==> src/rtl/mc_datapath.sv <==
// mc_datapath: multi-cycle MIPS-subset core. One instruction at a time walks
// through FETCH/DECODE/EXEC/MEM/WB; the data port stalls in MEM until the
// external memory raises dm_ready.
//
// state  | meaning
// FETCH  | latch instruction word, PC += 4
// DECODE | read rs/rt into A/B, drop unsupported encodings
// EXEC   | ALU op, effective address, or branch/jump PC update
// MEM    | hold data request until dm_ready
// WB     | write ALU result or load data to the register file
module mc_datapath #(
    parameter logic [31:0] PC_INIT = 32'h0000_3000,
    parameter int          DM_AW   = 12
) (
    input  logic             clk,
    input  logic             reset,
    output logic [31:0]      im_addr,
    input  logic [31:0]      im_rdata,
    output logic             dm_req,
    output logic             dm_we,
    output logic [DM_AW-1:0] dm_addr,
    output logic [31:0]      dm_wdata,
    input  logic [31:0]      dm_rdata,
    input  logic             dm_ready,
    output logic [31:0]      pc_out,
    output logic [2:0]       state_out,
    output logic             rf_we,
    output logic [4:0]       rf_waddr,
    output logic [31:0]      rf_wdata
);

    localparam logic [2:0] S_FETCH  = 3'd0;
    localparam logic [2:0] S_DECODE = 3'd1;
    localparam logic [2:0] S_EXEC   = 3'd2;
    localparam logic [2:0] S_MEM    = 3'd3;
    localparam logic [2:0] S_WB     = 3'd4;

    localparam logic [5:0] OP_RTYPE = 6'h00;
    localparam logic [5:0] OP_J     = 6'h02;
    localparam logic [5:0] OP_JAL   = 6'h03;
    localparam logic [5:0] OP_BEQ   = 6'h04;
    localparam logic [5:0] OP_ORI   = 6'h0D;
    localparam logic [5:0] OP_LUI   = 6'h0F;
    localparam logic [5:0] OP_LW    = 6'h23;
    localparam logic [5:0] OP_SW    = 6'h2B;

    localparam logic [5:0] FN_JR    = 6'h08;
    localparam logic [5:0] FN_ADDU  = 6'h21;
    localparam logic [5:0] FN_SUBU  = 6'h23;

    logic [2:0]  state;
    logic [31:0] pc;
    logic [31:0] ir;
    logic [31:0] a_reg;
    logic [31:0] b_reg;
    logic [31:0] alu_out;
    logic [31:0] mdr;
    logic [31:0] regs [32];

    logic [5:0]  opcode;
    logic [5:0]  funct;
    logic [4:0]  rs;
    logic [4:0]  rt;
    logic [4:0]  rd;
    logic [31:0] imm_sext;
    logic [31:0] imm_zext;
    logic        is_addu, is_subu, is_jr, is_ori, is_lui;
    logic        is_lw, is_sw, is_beq, is_j, is_jal;
    logic        is_rtype_alu;
    logic        supported;

    assign opcode   = ir[31:26];
    assign rs       = ir[25:21];
    assign rt       = ir[20:16];
    assign rd       = ir[15:11];
    assign funct    = ir[5:0];
    assign imm_sext = {{16{ir[15]}}, ir[15:0]};
    assign imm_zext = {16'h0000, ir[15:0]};

    assign is_addu      = (opcode == OP_RTYPE) && (funct == FN_ADDU);
    assign is_subu      = (opcode == OP_RTYPE) && (funct == FN_SUBU);
    assign is_jr        = (opcode == OP_RTYPE) && (funct == FN_JR);
    assign is_ori       = (opcode == OP_ORI);
    assign is_lui       = (opcode == OP_LUI);
    assign is_lw        = (opcode == OP_LW);
    assign is_sw        = (opcode == OP_SW);
    assign is_beq       = (opcode == OP_BEQ);
    assign is_j         = (opcode == OP_J);
    assign is_jal       = (opcode == OP_JAL);
    assign is_rtype_alu = is_addu | is_subu;
    assign supported    = is_rtype_alu | is_jr | is_ori | is_lui | is_lw |
                          is_sw | is_beq | is_j | is_jal;

    assign im_addr   = pc;
    assign pc_out    = pc;
    assign state_out = state;

    // Data port driven purely from registered state so it stays put for the whole MEM stay.
    assign dm_req   = (state == S_MEM);
    assign dm_we    = (state == S_MEM) && is_sw;
    assign dm_addr  = alu_out[DM_AW-1:0];
    assign dm_wdata = b_reg;

    // Register-file write port: jal links in EXEC, everything else writes in WB.
    always_comb begin
        rf_we    = 1'b0;
        rf_waddr = 5'd0;
        rf_wdata = 32'h0;
        if ((state == S_EXEC) && is_jal) begin
            rf_we    = 1'b1;
            rf_waddr = 5'd31;
            rf_wdata = pc;
        end else if (state == S_WB) begin
            rf_we = 1'b1;
            if (is_rtype_alu) begin
                rf_waddr = rd;
                rf_wdata = alu_out;
            end else if (is_lw) begin
                rf_waddr = rt;
                rf_wdata = mdr;
            end else begin
                rf_waddr = rt;
                rf_wdata = alu_out;
            end
        end
    end

    // Register file storage; $0 is never written so it always reads zero.
    always_ff @(posedge clk) begin
        if (reset) begin
            for (int i = 0; i < 32; i++) begin
                regs[i] <= 32'h0;
            end
        end else if (rf_we && (rf_waddr != 5'd0)) begin
            regs[rf_waddr] <= rf_wdata;
        end
    end

    // Instruction sequencer and datapath registers.
    always_ff @(posedge clk) begin
        if (reset) begin
            state   <= S_FETCH;
            pc      <= PC_INIT;
            ir      <= 32'h0;
            a_reg   <= 32'h0;
            b_reg   <= 32'h0;
            alu_out <= 32'h0;
            mdr     <= 32'h0;
        end else begin
            case (state)
                S_FETCH: begin
                    ir    <= im_rdata;
                    pc    <= pc + 32'd4;
                    state <= S_DECODE;
                end
                S_DECODE: begin
                    a_reg <= regs[rs];
                    b_reg <= regs[rt];
                    state <= supported ? S_EXEC : S_FETCH;
                end
                S_EXEC: begin
                    state <= S_FETCH;
                    if (is_addu) alu_out <= a_reg + b_reg;
                    if (is_subu) alu_out <= a_reg - b_reg;
                    if (is_ori)  alu_out <= a_reg | imm_zext;
                    if (is_lui)  alu_out <= {ir[15:0], 16'h0000};
                    if (is_lw || is_sw) begin
                        alu_out <= a_reg + imm_sext;
                        state   <= S_MEM;
                    end
                    if (is_rtype_alu || is_ori || is_lui) state <= S_WB;
                    // pc already holds the instruction address + 4 here
                    if (is_beq && (a_reg == b_reg)) pc <= pc + {imm_sext[29:0], 2'b00};
                    if (is_j || is_jal) pc <= {pc[31:28], ir[25:0], 2'b00};
                    if (is_jr) pc <= a_reg;
                end
                S_MEM: begin
                    if (dm_ready) begin
                        if (is_lw) begin
                            mdr   <= dm_rdata;
                            state <= S_WB;
                        end else begin
                            state <= S_FETCH;
                        end
                    end
                end
                S_WB: begin
                    state <= S_FETCH;
                end
                default: begin
                    state <= S_FETCH;
                end
            endcase
        end
    end

endmodule

==> config.mk <==
export PLATFORM = sky130hd
export DESIGN_NAME = mc_datapath
export DESIGN_NICKNAME = d
export VERILOG_FILES = /design/src/rtl/mc_datapath.sv
export SDC_FILE = /design/constraint.sdc
export NUM_CORES = 2
export LEC_CHECK = 0
export ABC_CLOCK_PERIOD_IN_PS = 3640
export CAP_MARGIN = 5
export CORE_MARGIN = 3
export CORE_UTILIZATION = 56
export DETAILED_ROUTE_END_ITERATION = 12
export PLACE_DENSITY = 0.81
export SLEW_MARGIN = 20
export SYNTH_ARGS = -nofsm -noshare
export SYNTH_HDL_FRONTEND = slang
export SYNTH_SLANG_ARGS = --single-unit
==> constraint.sdc <==
create_clock -name clk -period 3.64 [get_ports clk]
set_input_delay 0.91 -clock clk [delete_from_list [all_inputs] [get_ports clk]]
set_output_delay 0.91 -clock clk [all_outputs]
set_load 0.005 [all_outputs]
==> flow_summary.toml <==
[critical_path]
start_kind = "register"
slowest_delay_ns = 0.50
r2r_end = "ir[5]"
crit_top_cell = "nor2_4"
cp-end-kind = "output pin"
arrival_ns = 2.96
cp_slowest_cell = "clkdlybuf4s50_1"
rr_startpoint = "dm_wdata[10]"
ff2ff_path_depth = 13
required_ns = 2.73
path_class = "reg2out"
r2r_slack_ns = 0.13
cp_cell_sequence = "nor2_4, nand4_1, buf_6, nor2_4, buf_12, nand2_1, a21oi_1, a21oi_2, buf_4, inv_1, clkdlybuf4s50_1"
cp_max_fo = 12

[synth]
synthXorXnorAreaFrac = 0.0116
synth_top_family_by_area = "multiplexers"
synthArstFlopShare = 0
ys_types = 80
yosysWarningCount = 0
synth-adder-area-share = 0.0269
syn_inst = 5452
synth-compound-area-share = 0.0734
syn_area_um2 = 67700
synth-simple-area-share = 0.110
synth_edf_count = 1024
yosys.area.top_type = "edfxtp_1"
synth_area_leaders = "edfxtp_1 (45%), mux4_2 (21%), nor2_1 (6.7%)"
syn_avg_cell_area_um2 = 12.4
synth_top_area_frac = 0.454
synth_common_cells = "nor2_1 (1,201), edfxtp_1 (1,024), mux4_2 (640), clkbuf_1 (424), nand2_1 (328)"
synth_most_common_cell = "nor2_1"
ys.flop_type = "edfxtp_1"
yosys_register_bits = 1219
synthMuxAreaShare = 0.226
ys_seq_area_frac = 0.512

[grt]
grt_max_degree = 129
antenna_found_initial = 21
grt_pass1_wl_um = 365000
grt_pass1_vias = 54400
gr-total-overflow = 0
grt_util_all_layers = 0.400

[min_path]
holdCritStartpoint = "mdr[7]"
min_delay_worst_endpoint = "mdr[7]"
holdPathStages = 2
hp-class = "reg2reg"

[timing]
hold_viol_final = 0
fin_tns_setup_ns = -2.36
fmax_ghz = 0.258
clock_skew_ns = 0.0440
slew_headroom = 0.311
tightestPinTransition_ns = 1.03
setup_violations = 14
fin_ws_ns = -0.234
rsz0062_at_grt = "yes"
fin_crit_ns = 3.87
fin_crit_sh = 1.06
slew_viol_final = 0

[pwr]
leakage_uw = 0.0269
p_per_area_nw_per_um2 = 450
peakVddDrop_mv = 0.393
p_total_uw = 35500

[placement]
place_inst = 7151
placed_area_um2 = 74200
gp_congestion = 1.03
port_buffers = 217
place_hpwl_um = 160000

[status]
violations = "setup timing"
status = "finished, violations left"

[clock_tree]
cts_sinks = 1219
clockBufferDepth = 3
path_clk_slew_ns = 0.06
clkLatencyLatePin_ns = 0.75
cts_root_buf = "clkbuf_16"
cts_tree = "built"
h-tree-depth = 3
postCtsHoldBufs = 0
cts_buffers = 119

[cells_and_area]
nets = 5923
utilization = 0.663
final_cell_area_um2 = 78900
drive_above_1_share = 0.248
area_delta_synth_final_pct = 16.5
regMostFlops = "regs"
largest_reg_flops = 1024
layout.cells.non_filler = 7424

[routing]
wl_per_cell_um = 34.2
via_per_inst = 7.31
dr.pass1.iters = 7
drcViolationCount = 0
vias = 54200
ant_nets = 0
initialDrtViolationCount = 8643
routed_wirelength_um = 254000

[floorplanning]
fp-row-count = 126
core_area_um2 = 119000
initial_core_util = 0.569
ios = 218
die_area_um2 = 125000
fp.dieW_um = 354
die_h_um = 354

[run]
maxCapViolations = 0
critical path: cells and delay by family, from the launching register on:
kind                   cells  cell delay, ns
AO/OA/AOI/OAI              2            0.28
buffers and inverters      5            1.11
AND/OR/NAND/NOR            4            0.49
flip-flops                 1            0.36
worst max-delay path by stage:
stage                     start           end  slack (ns)  cells after the start
detailed placement  dm_wdata[2]   alu_out[29]        0.05                     14
CTS                      ir[29]  rf_wdata[10]       -0.23                      8
global placement         ir[31]   regs[3][28]        0.11                     10
finish                   ir[30]  rf_wdata[26]       -0.23                     11
global route             ir[30]  rf_wdata[31]       -0.29                     10
floorplan                ir[31]   regs[25][0]       0.003                      8
routing by layer:
metal  up-vias  global-route usage  routed length [µm]
met5         -             0.00462                 337
met4        22               0.284               23200
met3      1587               0.151               42700
met2      5775               0.608              113000
met1     25900               0.470               74800
li1      21000                   -                   -
placed cells by master (no fill, tap or decap), types with 31 or more instances in the layout:
| cell | count |
|---|---|
| a21oi_2 | 41 |
| mux2i_1 | 85 |
| buf_12 | 91 |
| xnor2_1 | 55 |
| ha_1 | 139 |
| o21ai_0 | 115 |
| dfxtp_1 | 179 |
| edfxtp_1 | 1024 |
| nor2_1 | 1197 |
| nor3_1 | 67 |
| inv_1 | 127 |
| a211oi_1 | 103 |
| nand2b_2 | 31 |
| clkbuf_16 | 123 |
| mux4_2 | 640 |
| a21o_1 | 44 |
| a21oi_1 | 236 |
| buf_4 | 325 |
| clkdlybuf4s50_1 | 191 |
| conb_1 | 32 |
| nand2_1 | 307 |
| xor2_1 | 35 |
cells by family (layout without fill, tap and decap cells):
kind of cell | after synthesis | in the layout
buf+inv | 678 | 1010
compound gates | 789 | 789
xor+xnor | 90 | 90
mux | 730 | 730
simple gates | 1802 | 1802
flops | 1219 | 1219
other cells | 1 | 41
fa+ha+maj | 143 | 143
area by class of cell:
cell class | count | area, µm²
Fill cell | 7786 | 40100
Sequential cell | 1219 | 34700
Inverter | 134 | 505
Multi-Input combinational cell | 3586 | 31100
Clock inverter | 74 | 716
Antenna cell | 9 | 22.5
Tap cell | 1600 | 2000
Timing Repair Buffer | 653 | 6650
Clock buffer | 149 | 3160
what timing repair did:
item / CTS / global route
endpoints found under the hold margin: 0 / 0
setup buffers: 27 / 16
setup endpoints to repair: 38 / 102
cloned: 0 / 2
pin swaps: 6 / 12
gates resized for setup: 62 / 121
power breakdown:
group	internal, µW	leakage (µW)	switching, µW
Clock	7060	0.00189	5600
Combinational	2920	0.0128	3690
Sequential	15600	0.0122	572
metrics by stage:
stage | worst slack (ns) | hold slack (ns)
after detailed placement | 0.0539 | 0.447
after global routing | -0.287 | 0.478
after global placement | 0.115 | 0.443
after floorplan | 0.00346 | 0.433
after CTS | -0.228 | 0.457
final | -0.234 | 0.458
(Power assumes the default switching activity.)
